## config.mk

```make
export PLATFORM = sky130hd
export DESIGN_NAME = player_input_ctrl
export DESIGN_NICKNAME = d
export VERILOG_FILES = /design/src/rtl/player_input_ctrl.sv
export SDC_FILE = /design/constraint.sdc
export NUM_CORES = 1
export LEC_CHECK = 0
export BUFFER_PORTS_ARGS = -buffer_cell sky130_fd_sc_hd__buf_2
export CAP_MARGIN = 20
export CORE_UTILIZATION = 40
export DETAILED_ROUTE_END_ITERATION = 7
export SYNTH_ARGS = -nofsm -noshare
export SYNTH_HDL_FRONTEND = slang
export SYNTH_SLANG_ARGS = --single-unit
export TNS_END_PERCENT = 10
```

## constraint.sdc

```tcl
create_clock -name Clk -period 2.17 [get_ports Clk]
set_input_delay 0.1085 -clock Clk [delete_from_list [all_inputs] [get_ports Clk]]
set_output_delay 0.1085 -clock Clk [all_outputs]
set_load 0.005 [all_outputs]
```

## src/rtl/player_input_ctrl.sv

```systemverilog
// player_input_ctrl: turns the raw USB HID keycode into frame-aligned
// movement, jump, attack and dash commands for the Player block.
// The frame tick is recovered from the asynchronous VGA_VS input.
// Optional dash logic is compiled in when PLAYER_INPUT_DASH_EN is defined;
// without it dash_pulse is held at 0 and the port list is unchanged.
module player_input_ctrl #(
  parameter logic [7:0] KEY_LEFT         = 8'h04,
  parameter logic [7:0] KEY_RIGHT        = 8'h07,
  parameter logic [7:0] KEY_JUMP         = 8'h1A,
  parameter logic [7:0] KEY_ATTACK       = 8'h0D,
  parameter int         JUMP_BUF_FRAMES  = 6,
  parameter int         ATTACK_CD_FRAMES = 20
`ifdef PLAYER_INPUT_DASH_EN
  ,
  parameter logic [7:0] KEY_DASH         = 8'h0E,
  parameter int         DASH_CD_FRAMES   = 45
`endif
) (
  input  logic       Clk,
  input  logic       Reset_n,
  input  logic [7:0] keycode,
  input  logic       frame_vs,
  input  logic       jump_ack,
  output logic       frame_tick,
  output logic       move_left,
  output logic       move_right,
  output logic       facing_left,
  output logic       jump_req,
  output logic       jump_hold,
  output logic       attack_pulse,
  output logic       dash_pulse
);

  localparam int CNT_W = 6;

  typedef enum logic [1:0] {
    J_IDLE     = 2'd0,
    J_BUFFERED = 2'd1,
    J_HELD     = 2'd2
  } jump_state_t;

  // Cooldown counters saturate at zero rather than wrapping.
  function automatic logic [CNT_W-1:0] cd_dec(input logic [CNT_W-1:0] cnt);
    return (cnt == '0) ? '0 : cnt - 1'b1;
  endfunction

  logic             vs_p0, vs_p1, vs_p2;
  logic             eval_p1;
  logic [7:0]       key_q, key_p;
  jump_state_t      jump_state;
  logic [CNT_W-1:0] buf_cnt;
  logic [CNT_W-1:0] atk_cd;
  logic             left_edge, right_edge, jump_edge, atk_edge;

  // A key is "pressed" only in the frame it first appears.
  assign left_edge  = (key_q == KEY_LEFT)   && (key_p != KEY_LEFT);
  assign right_edge = (key_q == KEY_RIGHT)  && (key_p != KEY_RIGHT);
  assign jump_edge  = (key_q == KEY_JUMP)   && (key_p != KEY_JUMP);
  assign atk_edge   = (key_q == KEY_ATTACK) && (key_p != KEY_ATTACK);

  // Stage p0-p2: two-flop synchroniser on VS, then a registered rising-edge detect.
  always_ff @(posedge Clk or negedge Reset_n) begin
    if (!Reset_n) begin
      vs_p0      <= 1'b0;
      vs_p1      <= 1'b0;
      vs_p2      <= 1'b0;
      frame_tick <= 1'b0;
    end else begin
      vs_p0      <= frame_vs;
      vs_p1      <= vs_p0;
      vs_p2      <= vs_p1;
      frame_tick <= vs_p1 & ~vs_p2;
    end
  end

  // Stage p1: sample the keycode once per frame and flag the evaluation cycle.
  always_ff @(posedge Clk or negedge Reset_n) begin
    if (!Reset_n) begin
      key_q   <= '0;
      key_p   <= '0;
      eval_p1 <= 1'b0;
    end else begin
      eval_p1 <= frame_tick;
      if (frame_tick) begin
        key_q <= keycode;
        key_p <= key_q;
      end
    end
  end

  // Move levels follow the sampled key; facing remembers the last direction pressed.
  always_ff @(posedge Clk or negedge Reset_n) begin
    if (!Reset_n) begin
      move_left   <= 1'b0;
      move_right  <= 1'b0;
      facing_left <= 1'b0;
    end else if (eval_p1) begin
      move_left  <= (key_q == KEY_LEFT);
      move_right <= (key_q == KEY_RIGHT);
      if (left_edge) begin
        facing_left <= 1'b1;
      end else if (right_edge) begin
        facing_left <= 1'b0;
      end
    end
  end

  // Jump FSM: a press is buffered for a few frames until Player acks it;
  // an ack always beats a same-cycle expiry.
  always_ff @(posedge Clk or negedge Reset_n) begin
    if (!Reset_n) begin
      jump_state <= J_IDLE;
      jump_req   <= 1'b0;
      jump_hold  <= 1'b0;
      buf_cnt    <= '0;
    end else begin
      case (jump_state)
        J_IDLE: begin
          if (eval_p1 && jump_edge) begin
            jump_state <= J_BUFFERED;
            jump_req   <= 1'b1;
            buf_cnt    <= CNT_W'(JUMP_BUF_FRAMES);
          end
        end
        J_BUFFERED: begin
          if (jump_ack) begin
            jump_req <= 1'b0;
            buf_cnt  <= '0;
            if (key_q == KEY_JUMP) begin
              jump_state <= J_HELD;
              jump_hold  <= 1'b1;
            end else begin
              jump_state <= J_IDLE;
            end
          end else if (eval_p1) begin
            buf_cnt <= cd_dec(buf_cnt);
            if (buf_cnt <= CNT_W'(1)) begin
              jump_req   <= 1'b0;
              jump_state <= J_IDLE;
            end
          end
        end
        J_HELD: begin
          if (eval_p1 && (key_q != KEY_JUMP)) begin
            jump_state <= J_IDLE;
            jump_hold  <= 1'b0;
          end
        end
        default: begin
          jump_state <= J_IDLE;
          jump_req   <= 1'b0;
          jump_hold  <= 1'b0;
          buf_cnt    <= '0;
        end
      endcase
    end
  end

  // Attack: fresh press with cooldown expired fires a one-cycle pulse; others are dropped.
  always_ff @(posedge Clk or negedge Reset_n) begin
    if (!Reset_n) begin
      attack_pulse <= 1'b0;
      atk_cd       <= '0;
    end else begin
      attack_pulse <= 1'b0;
      if (eval_p1) begin
        if (atk_edge && (atk_cd == '0)) begin
          attack_pulse <= 1'b1;
          atk_cd       <= CNT_W'(ATTACK_CD_FRAMES);
        end else begin
          atk_cd <= cd_dec(atk_cd);
        end
      end
    end
  end

`ifdef PLAYER_INPUT_DASH_EN
  logic [CNT_W-1:0] dash_cd;
  logic             dash_edge;

  assign dash_edge = (key_q == KEY_DASH) && (key_p != KEY_DASH);

  // Dash: same press-and-cooldown gating as attack, with its own counter.
  always_ff @(posedge Clk or negedge Reset_n) begin
    if (!Reset_n) begin
      dash_pulse <= 1'b0;
      dash_cd    <= '0;
    end else begin
      dash_pulse <= 1'b0;
      if (eval_p1) begin
        if (dash_edge && (dash_cd == '0)) begin
          dash_pulse <= 1'b1;
          dash_cd    <= CNT_W'(DASH_CD_FRAMES);
        end else begin
          dash_cd <= cd_dec(dash_cd);
        end
      end
    end
  end
`else
  assign dash_pulse = 1'b0;
`endif

endmodule
```

# Word level (Yosys, flattened, before mapping)
# Index checks and enable logic that the tools add are counted.
[classes] n_bitwise=4 n_eq_ne=17 n_addsub=2 n_reduce_logical=16 order_cmp=1 n_mux=27
[ops] operator="$mux W6" count=6
[ops] operator="$pmux W6 S3" count=1
[ops] operator="$eq A8 B3 Y1 const B" count=2
[ops] operator="$ne A8 B3 Y1 const B" count=2
[ops] operator="$ne A8 B5 Y1 const B" count=2
[ops] operator="$logic_not A6 Y1" count=2
[ops] operator="$mux W2" count=6
[ops] operator="$reduce_and A4 Y1" count=3
[ops] operator="$sub A6 B1 Y6 const B" count=2
[ops] operator="$mux W1" count=11
[ops] operator="$eq A8 B4 Y1 const B" count=1
[ops] operator="$eq A8 B5 Y1 const B" count=1
[ops] operator="$ne A2 B2 Y1 const B" count=4
[ops] operator="$ne A8 B4 Y1 const B" count=1
[ops] operator="$logic_and A1 B1 Y1" count=7
[ops] operator="$le A6 B1 Y1 const B" count=1
[ops] operator="$ne A3 B3 Y1 const B" count=2
[ops] operator="$pmux W1 S3" count=2
[ops] operator="$pmux W2 S3" count=1
[ops] operator="$not A1 Y1" count=3
[ops] operator="$reduce_and A3 Y1" count=1
[ops] operator="$eq A2 B1 Y1 const B" count=1
[ops] operator="$eq A2 B2 Y1 const B" count=1
[ops] operator="$logic_not A2 Y1" count=1
[ops] operator="other kinds (3)" count=3
[word_totals] in_bits=12 output_inout_bits=8 elab_cells=83 ff_bits=41

# Depth between registers and ports, before layout
[depth] word_depth=5 mapped_depth=7

# Worst setup path after synthesis
# Ideal clock, no wire load.
[synth_path] kind="register -> register" start="reg key_q[0]" end="reg buf_cnt[5]" setup_time_ps=104 period_less_slack_ps=1939 stages_incl_launch_ff=6 t_required_ps=2066 path_buffers=0 slack_ps=231 t_arrival_ps=1835 path_cell_list="dfrtp_1 > or4_4 > nor3_4 > a31oi_4 > or2_4 > o41ai_2"
[synth_via] elab_chain_len=5
[synth_rtl] element="start: declaration" line="49" source="logic [7:0] key_q, key_p;"
[synth_rtl] element="start signal: assignment" line="85" source="key_q <= keycode;"
[synth_rtl] element="$eq A8 B5 Y1" line="58" source="assign jump_edge = (key_q == KEY_JUMP) && (key_p != KEY_JUMP);"
[synth_rtl] element="$logic_and A1 B1 Y1" line="58"
[synth_rtl] element="$logic_and A1 B1 Y1" line="119" source="if (eval_p1 && jump_edge) begin"
[synth_rtl] element="$ne A2 B2 Y1 (no source line)"
[synth_rtl] element="$reduce_and A3 Y1 (no source line)"
[synth_rtl] element="end signal: assignment" line="122" source="buf_cnt <= CNT_W'(JUMP_BUF_FRAMES);"
[synth_rtl] element="end signal: assignment" line="136" source="buf_cnt <= cd_dec(buf_cnt);"
[synth_rtl] element="end: declaration" line="51" source="logic [CNT_W-1:0] buf_cnt;"
# No other way between the ends.
# A chain may end at the register's enable or synchronous reset.

# Worst setup path after layout
# Ends and elaborated chain as after synthesis.

==> flow_metrics.tcl <==
set metrics [dict create \
    path_cells "or4_4 > nor3_4 > a31oi_4 > or2_4 > o41ai_2" \
    maxCapViolCount 0 \
    netlist_area_mm2 0.001901 \
    die_h_um 70.93 \
    status "finished, violations left" \
    postCtsResizedCells 0 \
    die_area_mm2 0.005031 \
    setup_violations 0 \
    p_clk_frac 0.252 \
    layout_setup_ws_ns 0.09299 \
    max_freq_mhz 481.5 \
    critPathLaunchType "register" \
    port_buffers 18 \
    grt_pass1_vias 1296 \
    hold_path_class "in -> reg" \
    post_cts_buffers 0 \
    rows 24 \
    syn_avg_cell_area_um2 11.38 \
    dp_cells 234 \
    sw_frac_of_total 0.2864 \
    synth-warning-count 0 \
    numCtsBuffers 5 \
    power.switching_mw 0.5227 \
    clockRootBuffer "clkbuf_8" \
    initial_core_util 0.4248 \
    worstSetupPathType "reg -> reg" \
    hold_viol_final 0 \
    syn_nets 184 \
    fin_crit_ns 2.077 \
    power.leakage_nw 0.9424 \
    yosysSeqAreaShare 0.5398 \
    seqCellArea_mm2 0.001026 \
    power_density_mw_per_mm2 848.4 \
    internal_power_mw 1.302 \
    pin_count 20 \
    routedWlPerCell_um 14.46 \
    wirelength_um 3528 \
    drive_above_1_share 0.2552 \
    clkLatencyLatePin_ns 0.29 \
    firstDrtPassIters 8 \
    async_reset_ff_frac 1.000 \
    post-place-ws_ns 0.1053 \
    fin_cells 244 \
    multi_input_area_um2 809.5 \
    worstRegToRegCells 5 \
    power.total_mw 1.825 \
    die_w_um 70.93 \
    final_min_period_over_clock_period 0.9571 \
    power.share.sequential 0.563 \
    combPwrFrac 0.184 \
    final_antenna_net_count 0 \
    num_vias 1346 \
    grt_usage 0.1547 \
    cp.required_ns 2.35 \
    overflow 0 \
    synth-edff-count 0 \
    syn_inst 167 \
    gp_congestion 0.7659 \
    ys_ff_latch 41 \
    detailed_place_hpwl_um 2566 \
    htree_levels 2 \
    synth_top_flop_cell "dfrtp_1" \
    cts.sinks 41 \
    grt_pass1_wl_um 6051 \
    cts_tree "done" \
    post-route-drc-count 4 \
    grt_max_degree 42 \
    worstSetupEndpointType "register" \
    rsz0062_at_grt "no" \
    viasPerCell 5.516 \
    finalMaxSlewViolations 0 \
    finClkSkew_ns 0.007019 \
    vdd.ir_drop.worst_mv 0.3889 \
    critPathSlowestCell "or4_4" \
    fillers 426 \
    antenna_found_initial 0 \
    synth_cell_types 44 \
    diodes 0 \
    max_stage_delay_ns 0.58 \
    min_path_cells 2 \
    cp.arrival_ns 2.26 \
    relSlewSlack 0.4080 \
    clk_path_buf_depth 2 \
    design.core.area_mm2 0.004474 \
    violations "DRC" \
    cp_max_fo 9 \
    clk_pin_slew_ns 0.07 \
    syn2layout_area_growth_pct 13.17 \
    tns_ns 0 \
    worst_pin_slew_ns 0.8880 \
    drt_iter0_drc 49 \
    nets 208 \
]
[metal layers]
metal | routed length (um) | vias up | global-route usage
li1 | - | 645 | -
met1 | 1694 | 658 | 0.2043
met2 | 1578 | 36 | 0.2393
met3 | 201 | 7 | 0.05698
met4 | 54 | 0 | 0.04667
met5 | 0 | - | 0
[power by group through the flow]
stage	logic (mW)	clock network, mW	registers [mW]
6_report	0.336	0.461	1.03
5_1_grt	0.386	0.512	1.05
4_1_cts	0.343	0.483	1.03
3_5_place_dp	0.337	0	1.04
3_3_place_gp	0.326	0	1.03
2_1_floorplan	0.259	0	0.999
[repair_timing]
item | in CTS | in global routing
endpoints found under the hold margin | 42 | 0
hold buffers | 2 | 0
setup endpoints to repair | 0 | 0
[cell usage after synthesis, types with 3 or more instances]
| cell type | count | area share |
|---|---|---|
| a21oi_1 | 9 | 0.024 |
| clkbuf_1 | 4 | 0.0079 |
| dfrtp_1 | 41 | 0.54 |
| ha_1 | 5 | 0.033 |
| inv_1 | 10 | 0.020 |
| mux2_2 | 16 | 0.095 |
| nand2_1 | 10 | 0.020 |
| nand2b_1 | 4 | 0.013 |
| nor2_1 | 8 | 0.016 |
| nor3_1 | 5 | 0.013 |
| o21ai_0 | 11 | 0.029 |
| o21ai_1 | 3 | 0.0079 |
[placed cells by master, fill, tap and decap left out, types with 3 or more instances in the layout]
cell,count
nand2_1,10
o21ai_1,3
buf_4,3
nor3_1,5
a21oi_1,9
dfrtp_1,41
ha_1,5
mux2_2,16
nand2b_1,4
clkbuf_8,5
buf_2,18
inv_1,10
o21ai_0,11
nor2_1,8
clkbuf_1,3
[sequential cells by signal (all words and copies together) (netlist names), 2 cells and up]
| register | cells |
|---|---|
| buf_cnt | 6 |
| jump_state | 2 |
| key_q | 8 |
| key_p | 8 |
| atk_cd | 6 |
[logic make-up after synthesis]
group	synth area share
other	0.001973
muxes	0.1001
xor gates and xnor gates	0.009218
AOI/OAI and AO/OA	0.1231
buffers and inverters	0.03423
adders and majority gates	0.03292
DFF	0.5398
and+or+nand+nor	0.1587
[worst max-delay path: cells and delay by family, from the launching register on]
kind            cells  cell delay (ns)
compound gates      2             0.43
flops               1             0.41
simple gates        3             1.14
[final cells by class]
class                      count  area share
inverter                      10     0.01745
multi-input combinational    110      0.3764
clock buffer                   8     0.03723
tap                           52     0.03025
timing repair buffer          23     0.06166
sequential                    41      0.4770
[metrics by stage]
step,hold WS [ns],utilization,area (um^2)
finish,0.04991,0.4807,2151
global route,0.03724,0.4807,2151
CTS,0.04071,0.4807,2151
detailed placement,0.2185,0.4583,2051
global placement,0.2198,0.4583,2051
floorplan,-0.1871,-,1901
[path summary, 6_finish.rpt]
check	start	to	slack (ns)
max in group asynchronous	Reset_n	frame_tick	1.13
min in group asynchronous	Reset_n	buf_cnt[3]	0.49
min	keycode[1]	key_q[1]	0.05
max reg2reg	key_q[0]	buf_cnt[5]	0.09
max	key_q[0]	buf_cnt[5]	0.09
min reg2reg	vs_p0	vs_p1	0.36
(Power assumes the default switching activity.)
